`src/rtl/bk_kbd_buffer.sv`:
```
// bk_kbd_buffer: buffers decoded BK key codes for the core's keyboard register,
// generates autorepeat codes while a key is held and drives the keydown level.
//
// Handshake: key_strobe/key_release are single-cycle pulses from the translator
// and are always accepted (no ready). The core sees kbd_available/kbd_data/
// kbd_ar2 as registered levels; an entry is consumed on the falling edge of
// read_kbd, so the data stays stable for the whole register access.
module bk_kbd_buffer #(
    parameter int DEPTH     = 8,
    parameter int DELAY_CYC = 25000000,
    parameter int RATE_CYC  = 2500000,
    parameter int REPEAT_EN = 1
) (
    input  logic       clk,
    input  logic       reset_n,
    input  logic       key_strobe,
    input  logic [7:0] key_code,
    input  logic       key_ar2,
    input  logic       key_release,
    input  logic       read_kbd,
    output logic       kbd_available,
    output logic [7:0] kbd_data,
    output logic       kbd_ar2,
    output logic       keydown,
    output logic       overflow
);

    localparam int AW   = $clog2(DEPTH);
    localparam int CWID = AW + 1;
    localparam int MAXC = (DELAY_CYC > RATE_CYC) ? DELAY_CYC : RATE_CYC;
    localparam int CW   = $clog2(MAXC);

    typedef enum logic [1:0] {IDLE, DELAY, REPEAT} state_t;

    logic [8:0]      mem [DEPTH];
    logic [AW-1:0]   wr_ptr, rd_ptr, rd_ptr_next;
    logic [CWID-1:0] count, count_next;
    logic            rd_q;

    state_t          state;
    logic [CW-1:0]   cnt;
    logic [7:0]      rep_code;
    logic            rep_ar2;

    logic            pop, full, rep_push, push, accept;
    logic [8:0]      push_data, head_next;

    // Push/pop decisions and the head entry that will be visible next cycle
    always_comb begin
        pop       = rd_q & ~read_kbd & (count != '0);
        full      = (count == CWID'(DEPTH));
        // key_strobe restarts timing and key_release ends the hold, so either
        // one suppresses a repeat due in the same cycle.
        rep_push  = (state != IDLE) && (cnt == '0) && !key_strobe && !key_release
                    && (REPEAT_EN != 0);
        push      = key_strobe | rep_push;
        push_data = key_strobe ? {key_ar2, key_code} : {rep_ar2, rep_code};
        accept    = push & (~full | pop);

        count_next = count;
        if (accept && !pop) begin
            count_next = count + CWID'(1);
        end else if (!accept && pop) begin
            count_next = count - CWID'(1);
        end

        rd_ptr_next = pop ? (rd_ptr + AW'(1)) : rd_ptr;
        // The next head is the entry being written this cycle when the FIFO
        // (after any pop) would otherwise be empty; storage is bypassed then.
        head_next = (accept && (wr_ptr == rd_ptr_next)) ? push_data : mem[rd_ptr_next];
    end

    // FIFO storage write
    always_ff @(posedge clk) begin
        if (accept) begin
            mem[wr_ptr] <= push_data;
        end
    end

    // FIFO pointers, read history and registered core-facing outputs
    always_ff @(posedge clk or negedge reset_n) begin
        if (!reset_n) begin
            wr_ptr        <= '0;
            rd_ptr        <= '0;
            count         <= '0;
            rd_q          <= 1'b0;
            kbd_available <= 1'b0;
            kbd_data      <= 8'h00;
            kbd_ar2       <= 1'b0;
            overflow      <= 1'b0;
        end else begin
            rd_q     <= read_kbd;
            count    <= count_next;
            rd_ptr   <= rd_ptr_next;
            overflow <= key_strobe & full & ~pop;
            if (accept) begin
                wr_ptr <= wr_ptr + AW'(1);
            end
            kbd_available <= (count_next != '0);
            // When the FIFO drains, the last head stays visible as a stale code.
            if (count_next != '0) begin
                {kbd_ar2, kbd_data} <= head_next;
            end
        end
    end

    // Autorepeat FSM with a shared delay/rate down-counter; keydown registered
    always_ff @(posedge clk or negedge reset_n) begin
        if (!reset_n) begin
            state    <= IDLE;
            cnt      <= '0;
            rep_code <= 8'h00;
            rep_ar2  <= 1'b0;
            keydown  <= 1'b0;
        end else if (key_strobe) begin
            rep_code <= key_code;
            rep_ar2  <= key_ar2;
            cnt      <= CW'(DELAY_CYC - 1);
            state    <= DELAY;
            keydown  <= 1'b1;
        end else if (key_release && (state != IDLE)) begin
            state   <= IDLE;
            keydown <= 1'b0;
        end else if (state != IDLE) begin
            if (cnt != '0) begin
                cnt <= cnt - CW'(1);
            end else if (REPEAT_EN != 0) begin
                cnt   <= CW'(RATE_CYC - 1);
                state <= REPEAT;
            end
        end
    end

endmodule

```
`config.mk`:
```
export PLATFORM = sky130hd
export DESIGN_NAME = bk_kbd_buffer
export DESIGN_NICKNAME = d
export VERILOG_FILES = /design/src/rtl/bk_kbd_buffer.sv
export SDC_FILE = /design/constraint.sdc
export NUM_CORES = 1
export LEC_CHECK = 0
export ABC_AREA = 1
export BUFFER_PORTS_ARGS = -buffer_cell sky130_fd_sc_hd__buf_2
export CORE_ASPECT_RATIO = 2
export CORE_UTILIZATION = 45
export DETAILED_ROUTE_END_ITERATION = 6
export SLEW_MARGIN = 20
export SYNTH_ARGS = -nofsm -noshare
export SYNTH_HDL_FRONTEND = slang
export SYNTH_SLANG_ARGS = --single-unit
```
`constraint.sdc`:
```
create_clock -name clk -period 3.5 [get_ports clk]
set_input_delay 0.35 -clock clk [delete_from_list [all_inputs] [get_ports clk]]
set_output_delay 0.35 -clock clk [all_outputs]
set_load 0.02 [all_outputs]
```
Word level (Yosys, flattened, before mapping) --
Memories as Yosys holds them, arrays and structs flattened. A register that Yosys moved wholly into a read port is not among the register bits. Index checks and enable logic that the tools add are counted.
Storage, ports and cells: output and inout bits 12, input port bits 14, bits in registers 50, memories 1, logic and storage cells 67, RAM bits 72
Memories:
- mem | words 8, width 9, rd ports 1, clocked after Yosys merged registers in 1, wr ports 1, line 35 | logic [8:0] mem [DEPTH];
Cells by class: muxes and demuxes 16, bitwise gates (word level) 10, reductions and logical operators 21, add/subtract/negate cells 5, equal/unequal tests 3
Operators by type and width (count):
- 2-to-1 mux 25 bit | 4
- zero test 25 bit | 1
- nonzero test 25 bit | 1
- subtractor 25 x 1 -> 25 bit (second input constant) | 1
- 2-to-1 mux 9 bit | 1
- 2-to-1 mux 2 bit | 4
- 2-to-1 mux 4 bit | 2
- nonzero test 4 bit | 2
- adder 3 x 1 -> 3 bit (second input constant) | 2
- logical AND 1 bit | 6
- nonzero test 2 bit | 3
- AND 1 bit | 5
- zero test 1 bit | 5
- adder 4 x 1 -> 4 bit (second input constant) | 1
- equality test 4 bit (second input constant) | 1
- 2-to-1 mux 1 bit | 4
- AND reduction 2 bit | 2
- subtractor 4 x 1 -> 4 bit (second input constant) | 1
- 2-to-1 mux 3 bit | 1
- inequality test 3 bit (second input constant) | 1
- NOT 1 bit | 3
- nonzero test 3 bit | 1
- inequality test 2 bit (second input constant) | 1
- OR 1 bit | 2

Depth between registers and ports, before layout --
Gate-level depths: netlist of run 1.
depth in word-level cells 11, mapped depth 18, depth with buffers taken out 17

Least setup slack after synthesis of run 1 --
OpenSTA, ideal clock, no wires.
path kind register to register, from register cnt[0], to memory mem[4][0], enable pin, path buffers 0, period minus slack after synthesis 2277 ps, stages on the path, launching flop included 13, data arrival time 1902 ps, library setup time 374 ps, required time 3126 ps, setup slack 1223 ps, path through dfrtp_1 inv_1 ha_1 inv_1 nor2_1 nand2_1 nor2_2 nand3_4 nand2_4 nand2_4 nor2_8 nand2_1 nor2_1
On the way: longest elaborated chain between the ends 8
Ends and longest elaborated chain:
- start, declared | line 41 | logic [CW-1:0] cnt;
- start signal, assigned | line 118 | cnt <= CW'(DELAY_CYC - 1);
- start signal, assigned | line 126 | cnt <= cnt - CW'(1);
- start signal, assigned | line 128 | cnt <= CW'(RATE_CYC - 1);
- zero test 25 bit | line 54 | rep_push = (state != IDLE) && (cnt == '0) && !key_strobe && !key_release
- logical AND 1 bit (3 in series) | line 54
- OR 1 bit | line 56 | push = key_strobe | rep_push;
- AND 1 bit | line 58 | accept = push & (~full | pop);
- 2-to-1 mux 1 bit | line 75 | if (accept) begin
- 2-to-1 mux 1 bit (not written as such) | line 76 | mem[wr_ptr] <= push_data;
- end, declared | line 35
No other way between the ends.

Worst setup path in the final report of run 1 --
from register count[0], to register kbd_data[7] (read register of mem)
On the way: longest elaborated chain between the ends 9, elaborated cells on any way between the ends 16, classes of those cells add/sub: 2; eq/ne: 1; mux: 3; bitwise: 4; reduce/logical: 6
Ends and longest elaborated chain:
- start, declared | line 37 | logic [CWID-1:0] count, count_next;
- start signal, assigned | line 93 | count <= count_next;
- nonzero test 4 bit / equality test 4 bit (equally long branches) | line 50, 51
- AND 1 bit / NOT 1 bit (equally long branches) | line 50, 58
- OR 1 bit | line 58
- AND 1 bit | line 58
- zero test 1 bit | line 63 | end else if (!accept && pop) begin
- logical AND 1 bit | line 63
- 2-to-1 mux 4 bit | line 63
- 2-to-1 mux 4 bit | line 61 | if (accept && !pop) begin
- nonzero test 4 bit | line 101 | if (count_next != '0) begin
- end, declared | line 22 | output logic [7:0] kbd_data,
Several ways; a longest one is shown, not always the timed one. A chain may end at the register's enable or synchronous reset.

==> impl_metrics.py, run 1 <==
metrics = {
    "yosys": {
        "yosys.area_share.simple": 0.278,
        "synth_cells": 660,
        "seq_area_frac_synth": 0.574,
        "synth_top_family_by_area": "simple AND/OR/NAND/NOR gates",
        "synth_flop_cell": "edfxtp_1",
        "yosysWarnings": 0,
        "synth_adder_area_share": 0.0118,
        "synth_nets": 680,
        "yosys.area_share.xor_xnor": 0.0192,
        "synth-edff-count": 72,
        "ys_async_sr_fraction": 0.450,
        "synth_compound_area_frac": 0.0573,
        "mappedNetlistArea_um2": 6340,
        "muxShareOfSynthArea": 0,
        "ys_types": 39,
        "avgSynthCellArea_um2": 9.60,
        "yosys_register_bits": 131,
    },
    "timing": {
        "fin_crit_sh": 0.769,
        "min_period_ns": 2.69,
        "rsz0062_at_grt": "no",
        "hold_viol": 0,
        "slew_headroom": 0.392,
        "final-setup-viol-count": 0,
        "fin_worst_skew_ns": 0.0130,
        "setup_tns_ns": 0,
        "finalMaxSlewViolations": 0,
        "hold_slack_ns": 0.0553,
        "fmax_ghz": 0.371,
        "worst_pin_slew_ns": 0.912,
    },
    "route": {
        "vias": 4735,
        "post_drt_wl_per_cell_um": 17.0,
        "drt-total-wl_mm": 15.4,
        "drc": 0,
        "routed_via_density": 5.25,
        "initialDrtViolationCount": 197,
        "drt_first_pass_iters": 6,
        "ant_nets": 0,
    },
    "status": {
        "status": "complete, no violations",
    },
    "clocking": {
        "clk_pin_slew_worst_paths_ns": 0.06,
        "post-cts-setup-buffer-count": 0,
        "numCtsBuffers": 17,
        "root_buffer": "clkbuf_16",
        "htreeDepth": 4,
        "clk_path_buf_depth": 2,
        "postCtsHoldBufs": 0,
        "clock_sinks": 131,
        "insertion_delay_ns": 0.41,
        "post_cts_resized": 0,
        "cts_tree": "yes",
    },
    "die": {
        "fp.coreArea_um2": 13800,
        "dieArea_um2": 14600,
        "rows": 61,
        "num_io_pins": 26,
        "die_x_um": 85.9,
        "die_h_um": 170,
        "initial_utilization": 0.459,
    },
    "critical_path": {
        "start_kind": "flip-flop",
        "cp_data_arrival_time_ns": 2.99,
        "crit_fanout": 18,
        "critPathKind": "flip-flop to flip-flop",
        "cp_slowest_stage_delay_ns": 0.42,
        "path_cells": "inv_1 -> ha_1 -> inv_1 -> nor2_4 -> nand2_4 -> nand2_4 -> nor2_4 -> xor2_2 -> buf_4 -> inv_1 -> nand2_1 -> nand2_4 -> nand3_4 -> nand2_1 -> o21ai_2 -> nand2_1 -> nand2_1",
        "worst_path_max_delay_cell": "dfrtp_1",
        "crit_top_cell": "nand2_1",
        "cp.required_ns": 3.79,
        "crit_path_end_kind": "flip-flop",
    },
    "global_routing": {
        "grt_max_degree": 40,
        "grt_pass1_wl_mm": 24.9,
        "overflow": 0,
        "grt_pass1_vias": 4903,
        "grt_use_total": 0.229,
        "antenna_found_initial": 0,
    },
    "hold_path": {
        "hold_path.class": "primary input to asynchronous set/reset pin",
    },
    "job": {
        "maxCapViolCount": 0,
    },
    "power_and_ir_drop": {
        "p_leak_uw": 0.00314,
        "ir_drop_uv": 405,
        "powerDensity_nw_per_um2": 777,
    },
    "finish": {
        "n_fill_cell": 1220,
        "drive_gt1_frac": 0.165,
        "antenna_cells": 0,
        "multi_input_area_um2": 2320,
        "seqCellArea_um2": 3640,
        "nets": 720,
        "syn_to_final_growth_pct": 14.0,
        "final_common_cell": "nand2_1",
        "final_cell_mix": "nand2_1, nand3_1, edfxtp_1",
    },
    "placement": {
        "dp_hpwl_mm": 11.2,
        "gp_congestion": 0.938,
        "port_buffers": 25,
    },
}
kinds of logic (layout without fill, tap and decap cells):
| family | after synthesis | in the layout |
|---|---|---|
| simple gates | 372 | 372 |
| buf+inv | 85 | 138 |
| fa+ha+maj | 6 | 6 |
| flops | 131 | 131 |
| xor+xnor | 13 | 13 |
| compound gates | 53 | 53 |
state kept, by name (all words and copies together), names as in the netlist:
signal,flops
count,4
state,2
rep_code,8
kbd_data,8
wr_ptr,3
rd_ptr,3
mem,72
overflow,1
kbd_ar2,1
rd_q,1
cnt,25
kbd_available,1
keydown,1
rep_ar2,1
final timing paths:
kind / startpoint / to / slack [ns] / cells after the start
setup / recovery: count[0] / kbd_data[7] / 0.81 / 17
hold / removal: reset_n / cnt[17] / 0.06 / 1
setup reg to reg: count[0] / kbd_data[7] / 0.81 / 17
hold reg to reg: kbd_data[2] / kbd_data[2] / 0.52 / 2
max in group asynchronous: reset_n / kbd_data[4] / 2.62 / 2
min in group clk: read_kbd / rd_q / 0.06 / 1
power breakdown:
part           internal [uW]  total (uW)  switching [uW]
sequential              1870        2010             142
combinational            620        1970            1350
clock                    935        1620             689
total                   3430        5610            2180
through the flow:
stage | setup WS, ns | cells | cell area (um2) | utilization | total power, uW
finish | 0.807 | 902 | 7220 | 0.523 | 5610
global route | 0.542 | 902 | 7220 | 0.523 | 5970
CTS | 0.795 | 902 | 7220 | 0.523 | 5660
detailed placement | 0.816 | 870 | 6680 | 0.483 | 4030
global placement | 0.899 | 870 | 6680 | 0.483 | 3970
floorplan | 1.22 | 660 | 6340 | - | 3550
cells in the mapped netlist (2+ instances only):
library cell / instances / area share
nand2_1: 197 / 0.12
nand3_1: 85 / 0.067
edfxtp_1: 72 / 0.34
inv_1: 64 / 0.038
dfrtp_1: 59 / 0.23
nor2_1: 41 / 0.024
o21ai_0: 16 / 0.013
xor2_1: 12 / 0.017
o21ai_2: 10 / 0.014
a21oi_1: 9 / 0.0071
nand2_2: 8 / 0.0079
nand2_4: 7 / 0.012
nor3_1: 7 / 0.0055
ha_1: 6 / 0.012
nand4_1: 6 / 0.0059
nor2_2: 6 / 0.0059
o221ai_1: 6 / 0.0083
buf_2: 5 / 0.0039
buf_6: 5 / 0.0089
o211ai_1: 5 / 0.0059
buf_4: 4 / 0.0047
clkbuf_1: 4 / 0.0024
nor2_4: 3 / 0.0053
nor2_8: 3 / 0.0095
inv_2: 2 / 0.0012
nand3_4: 2 / 0.0055
nand4_2: 2 / 0.0039
o311ai_0: 2 / 0.0028
o31ai_1: 2 / 0.0024
critical path, delay by kind of cell (launching register included):
family / cells / cell delay [ns]
adders and majority gates: 1 / 0.15
and+or+nand+nor: 10 / 1.14
xor gates and xnor gates: 1 / 0.13
buffers and inverters: 4 / 0.67
AOI/OAI and AO/OA: 1 / 0.06
DFF: 1 / 0.42
routing by layer:
metal	vias up	wire length, um	global-route usage	part of all wire
met3	32	480	0.0407	0.031
met2	113	8950	0.444	0.58
met4	0	550	0.109	0.036
met1	2312	5390	0.227	0.35
met5	-	0	0	0
li1	2278	-	-	-
final cells by class:
| cell class | count | share of cell area |
|---|---|---|
| flip-flops and latches | 131 | 0.504 |
| multi-input cells | 444 | 0.321 |
| clock buffers | 19 | 0.0613 |
| inverters | 67 | 0.0348 |
| well taps | 189 | 0.0327 |
| repair buffers | 39 | 0.0319 |
| clock inverters | 13 | 0.0140 |
Power figures use the tool's default switching activity.
==> run 2: changes to the inputs <==
- ABC_AREA: 1 -> 0
- clock period: 3.5 -> 2.57 ns (I/O delays scaled with it)
==> impl_metrics.py, run 2 <==
metrics = {
    "status": {
        "status": "finished, violations left",
        "violations": "design-rule violations, negative setup slack",
    },
    "critical_path": {
        "crit_fanout": 6,
        "reg2reg_setup_slack_ns": -0.65,
        "critPathKind": "flip-flop to flip-flop",
        "cp.required_ns": 2.87,
        "crit_path_end_kind": "flip-flop",
        "start_kind": "flip-flop",
        "cp_data_arrival_time_ns": 3.52,
    },
    "placement": {
        "port_buffers": 25,
        "gp_congestion": 0.906,
        "dp_hpwl_mm": 12.7,
    },
    "power_and_ir_drop": {
        "seq_power_share": 0.320,
        "power_switching_uw": 3120,
        "netSwitchingFraction": 0.349,
        "ir_drop_uv": 622,
        "power.total_uw": 8930,
        "powerDensity_nw_per_um2": 1110,
        "combPwrFrac": 0.403,
        "power_frac_clock": 0.278,
        "p_leak_uw": 0.00308,
        "intPower_uw": 5810,
    },
    "route": {
        "ant_nets": 0,
        "initialDrtViolationCount": 230,
        "routed_via_density": 6.04,
        "drt_first_pass_iters": 7,
        "post_drt_wl_per_cell_um": 21.0,
        "vias": 4975,
        "drc": 1,
        "drt-total-wl_mm": 17.3,
    },
    "timing": {
        "slew_headroom": 0.589,
        "min_period_ns": 3.22,
        "hold_slack_ns": 0.124,
        "hold_viol": 0,
        "fmax_ghz": 0.310,
        "rsz0062_at_grt": "yes",
        "fin_worst_skew_ns": 0.00791,
        "finalMaxSlewViolations": 0,
        "fin_crit_sh": 1.25,
        "final-setup-viol-count": 84,
        "worst_pin_slew_ns": 0.616,
        "fin_ws_ns": -0.652,
    },
    "finish": {
        "largest_reg_flops": 72,
        "largest_registers": "mem: 72 flops, cnt: 25 flops",
        "syn_to_final_growth_pct": 31.7,
        "drive_gt1_frac": 0.317,
        "nets": 679,
        "n_fill_cell": 1065,
        "final_common_cell": "buf_4",
        "antenna_cells": 0,
        "final_cell_mix": "buf_4, o22ai_1, edfxtp_1",
        "regMostFlops": "mem",
    },
    "yosys": {
        "yosysTopAreaCellShare": 0.354,
        "yosysWarnings": 0,
        "seq_area_frac_synth": 0.596,
        "synth-edff-count": 72,
        "synth_flop_cell": "edfxtp_1",
        "ys_async_sr_fraction": 0.450,
        "mappedNetlistArea_um2": 6100,
        "avgSynthCellArea_um2": 11.5,
        "synth_nets": 550,
        "ys_types": 54,
        "synth_top_cell_by_area": "edfxtp_1",
        "yosys_register_bits": 131,
        "synth_common_cells": "edfxtp_1, o22ai_1, dfrtp_1",
        "synth_cells": 530,
        "ys_top_cells_by_area": "edfxtp_1, dfrtp_1, o22ai_1, nor2_1, mux2_4",
    },
    "global_routing": {
        "grt_max_degree": 34,
        "grt_use_total": 0.256,
        "grt_pass1_vias": 5200,
        "antenna_found_initial": 0,
        "grt_pass1_wl_mm": 26.7,
        "overflow": 0,
    },
    "hold_path": {
        "hold_path.class": "primary input to flip-flop",
    },
    "job": {
        "maxCapViolCount": 0,
    },
    "clocking": {
        "cts_tree": "yes",
        "root_buffer": "clkbuf_16",
        "clock_sinks": 131,
        "clk_pin_slew_worst_paths_ns": 0.06,
        "clk_path_buf_depth": 2,
        "htreeDepth": 4,
        "insertion_delay_ns": 0.41,
        "numCtsBuffers": 17,
    },
    "die": {
        "die_h_um": 167,
        "dieArea_um2": 14100,
        "rows": 59,
        "num_io_pins": 26,
        "fp.coreArea_um2": 13100,
        "initial_utilization": 0.465,
        "die_x_um": 84.4,
    },
}
[run 2: changes by cell type in the layout (fill, tap and decap cells not counted), sizes merged, moves of 11 or more]
cell   before  now
xnor2       0   12
nand3      88   17
a21oi      10   24
mux2        0   19
nor3        7   18
nand2     213   23
nor4        1   14
o22ai       1   72
buf        39  137
inv        71   11
[run 2: worst max-delay path, stage by stage (launching register included)]
cell,delay [ns]
dfrtp_1,0.37
or4_4,0.53
or4_4,0.43
o31a_1,0.34
o21ai_0,0.32
xnor2_1,0.14
or4_4,0.52
buf_6,0.16
mux2_4,0.29
[run 2: cells by family after synthesis]
family | after synthesis | share of synthesized area
AO/OA/AOI/OAI | 158 | 0.168
XOR/XNOR | 20 | 0.0287
multiplexers | 19 | 0.0406
AND/OR/NAND/NOR | 160 | 0.131
adder cells (fa/ha/maj) | 6 | 0.0123
buffers and inverters | 36 | 0.0238
flip-flops | 131 | 0.596
[run 2: power by group through the flow]
stage                     clock [uW]  sequential, uW  combinational [uW]
after floorplan                    0            2930                2090
after global placement             0            2880                3370
after detailed placement           0            2890                3440
after CTS                       2510            2850                3510
after global routing            2600            2890                3830
final                           2480            2860                3600
[run 2: final timing paths]
path | startpoint | end | depth (start not counted)
max | cnt[20] | kbd_ar2 | 8
min in group asynchronous | reset_n | keydown | 2
min reg2reg | keydown | keydown | 2
max in group asynchronous | reset_n | rep_code[3] | 3
min | key_release | state[1] | 3
max reg2reg | cnt[20] | kbd_ar2 | 8
[run 2: area by class of cell]
type                       count  area, um2  area share
sequential                   131       3640       0.453
inverter                       7       26.3     0.00327
multi-input combinational    363       2440       0.303
clock buffer                  22        517      0.0643
timing repair buffer         139       1120       0.140
clock inverter                10        108      0.0134
tap                          152        190      0.0237
[run 2: per-layer routing]
layer	vias up	GRT usage	routed length (um)
met5	-	0	0
met4	0	0.184	1250
met3	73	0.0476	498
met2	162	0.493	9820
met1	2440	0.230	5750
li1	2300	-	-
[run 2: per-stage QoR]
| step | setup slack [ns] | util | area, um2 | TNS [ns] | std cells |
|---|---|---|---|---|---|
| 6_report | -0.652 | 0.612 | 8040 | -32.99 | 824 |
| 2_1_floorplan | -0.591 | - | 6190 | -22.05 | 530 |
| 5_1_grt | -0.755 | 0.612 | 8040 | -39.48 | 824 |
| 4_1_cts | -0.647 | 0.604 | 7940 | -29.48 | 820 |
| 3_3_place_gp | -0.636 | 0.552 | 7260 | -26.74 | 783 |
| 3_5_place_dp | -0.654 | 0.552 | 7260 | -29.08 | 783 |
[run 2: repair_timing]
action,CTS,global route
setup buffers,2,5
gates cloned,1,0
setup endpoints to repair,83,87
endpoints found under the hold margin,27,0
hold buffers,2,0
gates resized for setup,5,18
pin swaps,0,3
==> run 3: changes to the inputs <==
- clock period: 2.57 -> 4 ns (I/O delays scaled with it)
==> impl_metrics.py, run 3 (same netlist as run 2, synthesis figures left out) <==
metrics = {
    "status": {
        "status": "complete, no violations",
    },
    "timing": {
        "fin_ws_ns": 0.374,
        "setup_tns_ns": 0,
        "rsz0062_at_grt": "no",
        "hold_viol": 0,
        "fmax_ghz": 0.276,
        "slew_headroom": 0.311,
        "fin_worst_skew_ns": 0.0103,
        "worst_pin_slew_ns": 1.03,
        "final-setup-viol-count": 0,
        "min_period_ns": 3.63,
        "fin_crit_sh": 0.906,
        "finalMaxSlewViolations": 0,
    },
    "die": {
        "num_io_pins": 26,
        "fp.coreArea_um2": 13100,
        "die_x_um": 84.4,
        "initial_utilization": 0.465,
        "rows": 59,
        "dieArea_um2": 14100,
        "die_h_um": 167,
    },
    "finish": {
        "nets": 590,
        "utilization": 0.540,
        "stdcell_area_um2": 7100,
        "largest_registers": "mem: 72 flops, cnt: 25 flops",
        "largest_reg_flops": 72,
        "drive_gt1_frac": 0.189,
        "syn_to_final_growth_pct": 16.2,
        "regMostFlops": "mem",
        "antenna_cells": 0,
        "final_cell_mix": "o22ai_1, edfxtp_1, dfrtp_1",
    },
    "global_routing": {
        "grt_max_degree": 38,
        "grt_pass1_vias": 4726,
        "grt_pass1_wl_mm": 25.0,
        "grt_use_total": 0.234,
        "overflow": 0,
        "antenna_found_initial": 0,
    },
    "critical_path": {
        "path_buf_inv": 0,
        "crit_fanout": 10,
        "crit_family": "simple AND/OR/NAND/NOR gates",
        "ff2ff_path_depth": 8,
        "timing.rr.end": "kbd_data[4]",
        "critical_path.endpoint": "kbd_data[4]",
        "worstSetupStartpoint": "cnt[17]",
        "start_kind": "flip-flop",
        "cp.required_ns": 4.29,
        "crit_top_cell": "or4_4",
        "cp_data_arrival_time_ns": 3.91,
        "reg2reg_setup_slack_ns": 0.37,
        "path_cells": "or4_4 -> or4_4 -> o31a_1 -> nand4_1 -> a31oi_1 -> a31o_1 -> or4_1 -> mux2_4",
        "crit_path_end_kind": "flip-flop",
        "r2r_start": "cnt[17]",
        "cp_slowest_stage_delay_ns": 0.81,
        "worst_path_max_delay_cell": "or4_1",
        "critPathKind": "flip-flop to flip-flop",
        "worstSetupPathDepth": 8,
    },
    "route": {
        "drt-total-wl_mm": 15.6,
        "routed_via_density": 6.17,
        "vias": 4537,
        "drt_first_pass_iters": 4,
        "drc": 0,
        "post_drt_wl_per_cell_um": 21.2,
        "initialDrtViolationCount": 309,
        "ant_nets": 0,
    },
    "clocking": {
        "numCtsBuffers": 17,
        "post_cts_resized": 0,
        "post-cts-setup-buffer-count": 0,
        "cts_tree": "yes",
        "insertion_delay_ns": 0.41,
        "clock_sinks": 131,
        "clk_pin_slew_worst_paths_ns": 0.06,
        "htreeDepth": 4,
        "root_buffer": "clkbuf_16",
        "clk_path_buf_depth": 2,
        "postCtsHoldBufs": 0,
    },
    "hold_path": {
        "hold_path.class": "primary input to asynchronous set/reset pin",
    },
    "job": {
        "maxCapViolCount": 0,
    },
    "power_and_ir_drop": {
        "ir_drop_uv": 371,
        "powerDensity_nw_per_um2": 741,
        "power.total_uw": 5260,
        "p_leak_uw": 0.00259,
    },
    "placement": {
        "gp_congestion": 0.852,
        "dp_hpwl_mm": 10.9,
        "port_buffers": 25,
        "dpl_cell_area_um2": 6490,
        "preCtsSetupSlack_ns": 0.379,
    },
}
run 3: changes by cell type in the layout (fill, tap and decap cells not counted), sizes merged:
cell | before | now
buf | 137 | 50
dlygate4sd3 | 2 | 0
clkinv | 4 | 8
inv | 11 | 6
clkinvlp | 1 | 2
run 3: stage by stage:
step	hold WS, ns	cells
floorplan	0.104	530
global placement	0.463	703
detailed placement	0.463	703
CTS	0.0344	735
global route	0.0656	735
finish	0.0275	735
run 3: area by class of cell:
cell class / instances / area [um2]
timing repair buffer: 50 / 313
fill: 1111 / 6040
multi-input combinational: 363 / 2320
sequential: 131 / 3640
tap: 152 / 190
clock buffer: 22 / 508
clock inverter: 10 / 95.1
inverter: 7 / 26.3
run 3: worst reg2reg max path, cell delays in order (launching register included):
cell     delay, ns
dfrtp_1       0.43
or4_4         0.58
or4_4         0.48
o31a_1        0.39
nand4_1       0.12
a31oi_1       0.08
a31o_1        0.20
or4_1         0.81
mux2_4        0.40
run 3: worst min-delay path by stage:
| stage | startpoint | end | slack [ns] | cells after the start |
|---|---|---|---|---|
| floorplan | reset_n | cnt[0] | 0.10 | 0 |
| global placement | reset_n | keydown | 0.46 | 1 |
| detailed placement | keydown | keydown | 0.46 | 2 |
| CTS | reset_n | keydown | 0.03 | 1 |
| global route | reset_n | keydown | 0.07 | 1 |
| finish | reset_n | keydown | 0.03 | 1 |
run 3: per-layer routing:
metal | global-route usage | vias up | part of all wire
met5 | 0 | - | 0
met4 | 0.147 | 0 | 0.048
met2 | 0.435 | 104 | 0.57
met1 | 0.236 | 2272 | 0.35
met3 | 0.0426 | 36 | 0.028
li1 | - | 2125 | -
run 3: report_power, final:
part           total, uW  internal (uW)  switching [uW]
clock               1540            967             573
sequential          1870           1680             182
combinational       1850            773            1080
